<file path="src/rtl/fma_frame_tx_if.sv">
// Parallel frame push port for the FMA serial transmitter: valid/ready handshake.
interface fma_frame_tx_if #(
  parameter int unsigned FRAME_W = 70
);
  logic [FRAME_W-1:0] s_data;
  logic               s_valid;
  logic               s_ready;

  modport master (output s_data, output s_valid, input s_ready);
  modport slave  (input s_data, input s_valid, output s_ready);
endinterface

</file>
<file path="src/rtl/fma_frame_tx.sv">
// FMA frame transmitter: small FIFO of parallel frames, shifted out MSB-first on sdo
// with en_sipo qualifying each bit. Queued frames follow each other with no idle gap.
module fma_frame_tx #(
  parameter int unsigned FRAME_W = 70,
  parameter int unsigned DEPTH   = 4,
  parameter int unsigned CNT_W   = 16
) (
  input  logic             clk,
  input  logic             rst,
  fma_frame_tx_if.slave    s,
  output logic             sdo,
  output logic             en_sipo,
  output logic             frame_done,
  output logic             busy,
  output logic [CNT_W-1:0] tx_count
);

  localparam int unsigned PtrW = $clog2(DEPTH);
  localparam int unsigned OccW = $clog2(DEPTH + 1);
  localparam int unsigned BitW = $clog2(FRAME_W);

  typedef enum logic {StIdle, StShift} state_e;

  state_e             state_q, state_d;
  logic [FRAME_W-1:0] sr_q, sr_d;
  logic [BitW-1:0]    bitcnt_q, bitcnt_d;
  logic [CNT_W-1:0]   tx_count_q, tx_count_d;
  logic               done_q, busy_q;

  logic [FRAME_W-1:0] mem_q [DEPTH];
  logic [PtrW-1:0]    wptr_q, rptr_q;
  logic [OccW-1:0]    count_q, count_d;
  logic               push, pop, empty;

  assign empty     = (count_q == '0);
  assign s.s_ready = (count_q != OccW'(DEPTH));
  assign push      = s.s_valid && s.s_ready;

  // Next state of the shifter, FIFO pop and occupancy
  always_comb begin
    state_d    = state_q;
    sr_d       = sr_q;
    bitcnt_d   = bitcnt_q;
    tx_count_d = tx_count_q;
    pop        = 1'b0;
    unique case (state_q)
      StIdle: begin
        if (!empty) begin
          pop      = 1'b1;
          sr_d     = mem_q[rptr_q];
          bitcnt_d = BitW'(FRAME_W - 1);
          state_d  = StShift;
        end
      end
      StShift: begin
        if (bitcnt_q != '0) begin
          sr_d     = sr_q << 1;
          bitcnt_d = bitcnt_q - 1'b1;
        end else begin
          tx_count_d = tx_count_q + 1'b1;
          if (!empty) begin
            // Next frame loads on the same edge so en_sipo never drops
            pop      = 1'b1;
            sr_d     = mem_q[rptr_q];
            bitcnt_d = BitW'(FRAME_W - 1);
          end else begin
            sr_d    = '0;
            state_d = StIdle;
          end
        end
      end
      default: state_d = StIdle;
    endcase

    count_d = count_q;
    if (push && !pop) begin
      count_d = count_q + 1'b1;
    end else if (pop && !push) begin
      count_d = count_q - 1'b1;
    end
  end

  // Control state and registered status outputs
  always_ff @(posedge clk) begin
    if (rst) begin
      state_q    <= StIdle;
      sr_q       <= '0;
      bitcnt_q   <= '0;
      tx_count_q <= '0;
      done_q     <= 1'b0;
      busy_q     <= 1'b0;
      wptr_q     <= '0;
      rptr_q     <= '0;
      count_q    <= '0;
    end else begin
      state_q    <= state_d;
      sr_q       <= sr_d;
      bitcnt_q   <= bitcnt_d;
      tx_count_q <= tx_count_d;
      done_q     <= (state_d == StShift) && (bitcnt_d == '0);
      busy_q     <= (state_d == StShift) || (count_d != '0);
      count_q    <= count_d;
      if (push) wptr_q <= wptr_q + 1'b1;
      if (pop)  rptr_q <= rptr_q + 1'b1;
    end
  end

  // Frame storage; only the pointers and count need reset
  always_ff @(posedge clk) begin
    if (push) mem_q[wptr_q] <= s.s_data;
  end

  // sr is cleared whenever the shifter idles, so its MSB is 0 outside a frame
  assign sdo        = sr_q[FRAME_W-1];
  assign en_sipo    = (state_q == StShift);
  assign frame_done = done_q;
  assign busy       = busy_q;
  assign tx_count   = tx_count_q;

endmodule
</file>
<file path="src/flat_wrapper.sv">
// flat-port wrapper written by rule: the top's interface ports become plain ports
module fma_frame_tx_flat 
#(
  parameter int unsigned FRAME_W = 70,
  parameter int unsigned DEPTH   = 4,
  parameter int unsigned CNT_W   = 16
)
  (clk, rst, sdo, en_sipo, frame_done, busy, tx_count, s_s_data, s_s_valid, s_s_ready);
  fma_frame_tx_if #(.FRAME_W(FRAME_W)) s_i ();
  input  logic clk;
  input  logic rst;
  output logic sdo;
  output logic en_sipo;
  output logic frame_done;
  output logic busy;
  output logic [CNT_W-1:0] tx_count;
  input wire logic [$bits(s_i.s_data)-1:0] s_s_data;
  input wire logic [$bits(s_i.s_valid)-1:0] s_s_valid;
  output wire logic [$bits(s_i.s_ready)-1:0] s_s_ready;
  assign s_i.s_data = s_s_data;
  assign s_i.s_valid = s_s_valid;
  assign s_s_ready = s_i.s_ready;
  fma_frame_tx #(.FRAME_W(FRAME_W), .DEPTH(DEPTH), .CNT_W(CNT_W)) u_core (.clk(clk), .rst(rst), .s(s_i), .sdo(sdo), .en_sipo(en_sipo), .frame_done(frame_done), .busy(busy), .tx_count(tx_count));
endmodule
</file>
<file path="config.mk">
export PLATFORM = sky130hd
export DESIGN_NAME = fma_frame_tx_flat
export DESIGN_NICKNAME = d
export VERILOG_FILES = /design/src/rtl/fma_frame_tx_if.sv /design/src/rtl/fma_frame_tx.sv /design/src/flat_wrapper.sv
export SDC_FILE = /design/constraint.sdc
export NUM_CORES = 1
export LEC_CHECK = 0
export ABC_AREA = 1
export CAP_MARGIN = 10
export CORE_ASPECT_RATIO = 0.6
export CORE_MARGIN = 2
export CORE_UTILIZATION = 42
export CTS_BUF_LIST = sky130_fd_sc_hd__clkbuf_4
export CTS_CLUSTER_SIZE = 10
export DETAILED_ROUTE_END_ITERATION = 7
export GPL_TIMING_DRIVEN = 0
export HOLD_SLACK_MARGIN = 0.03
export SYNTH_ARGS = -nofsm -noshare
export SYNTH_HDL_FRONTEND = slang
export SYNTH_SLANG_ARGS = --single-unit
export TNS_END_PERCENT = 5
</file>
<file path="constraint.sdc">
create_clock -name clk -period 3.95 [get_ports clk]
set_input_delay 0.395 -clock clk [delete_from_list [all_inputs] [get_ports clk]]
set_output_delay 0.395 -clock clk [all_outputs]
set_load 0.03 [all_outputs]
</file>
==> out/metrics.csv <==
stage,metric,value,unit
outcome,status,finished clean,
logic_synthesis,syn-cell-area,15400,um2
placement,post-dp-hpwl,24.0,mm
drt,avgRoutedWirePerCell,18.1,um
placement,dpl.cell_count,1896,
logic_synthesis,ys_types,49,
logic_synthesis,synth_seq_cells,385,
clock_network,cts_resized,0,
die,dieArea,38200,um2
die,row_count,54,
finish,layout-drive-gt1-share,16.6,%
timing,period_needed,2630,ps
run,maxCapViolCount,0,
grt,grt_pass1_wl,57.9,mm
drt,wirelength,37.3,mm
die,io_pins,94,
pwr,switching_share,36.1,%
drt,antenna_left,0,
clock_network,hold_buffers,1,
pwr,p_leak,6.52,nW
logic_synthesis,ys_async_sr_fraction,0,%
pwr,powerDensity,712,nW/um2
logic_synthesis,netlist_instances,1318,
finish,syn2layout_area_growth,19.5,%
timing,rsz0062_at_grt,false,
timing,finalSetupViolCount,0,
worst_setup_path,crit_path_end_kind,register,
pwr,pwr-share-seq,40.1,%
hold_path,min_path_cells,1,
clock_network,cts_htree_levels,3,
timing,worstMarginPinSlew,887,ps
worst_setup_path,crit_family,simple AND/OR/NAND/NOR gates,
logic_synthesis,synth_edf_count,280,
finish,instances_no_fill,2066,
timing,min_period_over_period,66.5,%
timing,max-slew-margin-rel,40.7,%
worst_setup_path,cp-start-kind,register,
clock_network,numCtsBuffers,90,
logic_synthesis,synth-main-ff-cell,edfxtp_1,
die,core-area,36200,um2
clock_network,cts_tree,done,
finish,fillers,3250,
worst_setup_path,r2r_setup_slack,1320,ps
worst_setup_path,crit_buf_inv,4,
hold_path,worstHoldStart,s_s_data[16],
clock_network,postCtsSetupBuffers,0,
finish,final_common_cell,edfxtp_1,
logic_synthesis,synth_nets,1401,
pwr,comb_power_share,34.0,%
logic_synthesis,yosysSeqAreaShare,68.4,%
timing,finClkSkew,48.0,ps
clock_network,cts_sinks,385,
logic_synthesis,ys.warnings.count,0,
die,initial_core_util,42.4,%
timing,final_hold_viol_count,0,
worst_setup_path,r2r_end,u_core.mem_q[0][48],
finish,fin_util,50.7,%
worst_setup_path,cpPeakStageDelay,670,ps
placement,dpl_cell_area,17100,um2
drt,drt-vias-per-instance,5.23,
worst_setup_path,ff2ff_path_depth,8,
placement,io_buffers,92,
worst_setup_path,cpMostUsedCell,buf_12,
worst_setup_path,r2r-start,u_core.count_q[0],
clock_network,path_clk_slew,80,ps
worst_setup_path,crit_arrival,3060,ps
hold_path,hp-class,primary input to register,
timing,max_freq,381,MHz
clock_network,cts_root_buf,clkbuf_4,
worst_setup_path,cp_data_required_time,4380,ps
pwr,irDropWorstVdd,0.000297,V
clock_network,clk_latency,780,ps
drt,vias,10800,
worst_setup_path,cp_slowest_cell,nor2_4,
grt,first_global_vias,10400,
drt,dr.pass1.iters,5,
drt,route.detailed.drc,0,
drt,detail_route.iter0.violations,991,
hold_path,holdPathEnd,u_core.mem_q[2][16],
finish,final_area,18400,um2
die,die_w,251,um
worst_setup_path,cp_cell_sequence,inv_1 > ha_1 > nand2_2 > nand2_1 > buf_4 > nor2_4 > buf_12 > buf_12,
timing,drv_slew,0,
grt,grt-ovfl-total,0,
logic_synthesis,synth_area_per_cell,11.7,um2
grt,grt_util_all_layers,19.6,%
die,fp.dieH,152,um
pwr,pwr-share-clk,25.9,%
placement,gp_congestion,0.799,
grt,grt_max_degree,27,
finish,nets,1596,
clock_network,cts_max_path_buffers,3,
grt,antenna_found_initial,2,
finish,final_cell_mix,"edfxtp_1 (280), nor2_1 (269), clkbuf_4 (147), o21ai_0 (119), nand2_1 (110)",
pwr,intPower,8.35,mW
worst_setup_path,path_class,register to register,
worst_setup_path,cp_max_fo,26,
pwr,power.switching,4.72,mW
[cells in the mapped netlist (2+ instances only)]
library cell  count  area (um2)
buf_2            29         145
o22ai_1          33         206
nor3_1            6        30.0
nand4_1           3        18.8
o32ai_1          70         613
a21oi_1          44         220
nand2_4           2        22.5
nand2_2           2        12.5
nor2_8            2        40.0
inv_4             3        18.8
dfxtp_1         105        2100
buf_6            13         146
xnor2_1           2        17.5
o21ai_1           2        10.0
ha_1             10         125
a21oi_2          11        96.3
nor2_2            7        43.8
nor2_1          273        1020
o21ai_0         119         596
edfxtp_1        280        8410
a31oi_1          35         219
inv_2             5        18.8
nand3_1          16        80.1
nand2_1         110         413
nor2_4            3        33.8
xor2_1            6        52.6
clkbuf_1         30         113
inv_1            69         259
buf_4             8        60.1
[registers in the layout, summed over array words and instances (netlist names), 2 cells and up, named ones only]
signal	flops
u_core.rptr_q	2
u_core.count_q	3
u_core.sr_q	70
u_core.tx_count	16
u_core.bitcnt_q	7
u_core.mem_q	280
u_core.wptr_q	2
[worst max-delay path by stage]
| stage | slack [ps] | endpoint | from | cells after the start |
|---|---|---|---|---|
| after global routing | 1140 | u_core.mem_q[0][48] | u_core.count_q[0] | 8 |
| after detailed placement | 1120 | u_core.mem_q[0][47] | s_s_valid | 6 |
| after global placement | -3440 | u_core.mem_q[0][47] | s_s_valid | 4 |
| after floorplan | -510 | u_core.mem_q[0][0] | u_core.count_q[0] | 6 |
| after CTS | 1280 | s_s_ready | u_core.count_q[0] | 4 |
| final | 1320 | u_core.mem_q[0][48] | u_core.count_q[0] | 8 |
[through the flow]
stage	hold slack (ps)	setup slack, ps	power (mW)	setup TNS, ps
floorplan	436	-513	8.37	-143680
global placement	450	-3440	9.67	-921580
detailed placement	465	1120	9.75	0
CTS	186	1280	13.2	0
global route	191	1140	13.9	0
finish	246	1320	13.1	0
[logic make-up (layout without fill, tap and decap cells)]
family / count (synthesis) / count (layout) / share of synthesized area, %
adders and majority gates: 10 / 10 / 0.814
buffers and inverters: 161 / 431 / 5.25
other: 0 / 2 / 0
and+or+nand+nor: 432 / 432 / 11.8
AOI/OAI and AO/OA: 322 / 322 / 13.3
DFF: 385 / 385 / 68.4
xor gates and xnor gates: 8 / 8 / 0.456
[power by group through the flow]
stage	Combinational [mW]	Clock [mW]	Sequential, mW
final	4.45	3.39	5.24
after global routing	4.93	3.67	5.30
after CTS	4.44	3.47	5.23
after detailed placement	4.43	0	5.32
after global placement	4.29	0	5.38
after floorplan	3.05	0	5.31
[layer usage]
metal / vias to the layer above / track usage [%] / part of all wire [%] / wire length (um)
met5: - / 0 / 0 / 0
met4: 0 / 5.41 / 1.6 / 588
met3: 56 / 5.02 / 6.3 / 2350
met2: 318 / 27.7 / 42 / 15600
met1: 5253 / 29.7 / 50 / 18800
li1: 5176 / - / - / -
[layout make-up]
class / count / area, um2 / area share (%)
Inverter: 78 / 302 / 1.64
Clock buffer: 147 / 1100 / 6.01
Multi-Input combinational cell: 772 / 4080 / 22.2
Clock inverter: 20 / 129 / 0.702
Sequential cell: 385 / 10500 / 57.2
Tap cell: 476 / 596 / 3.24
Timing Repair Buffer: 103 / 1140 / 6.20
Antenna cell: 2 / 5.00 / 0.0273
Buffer: 83 / 504 / 2.75
Note: power is estimated with default switching activity, not from simulation.
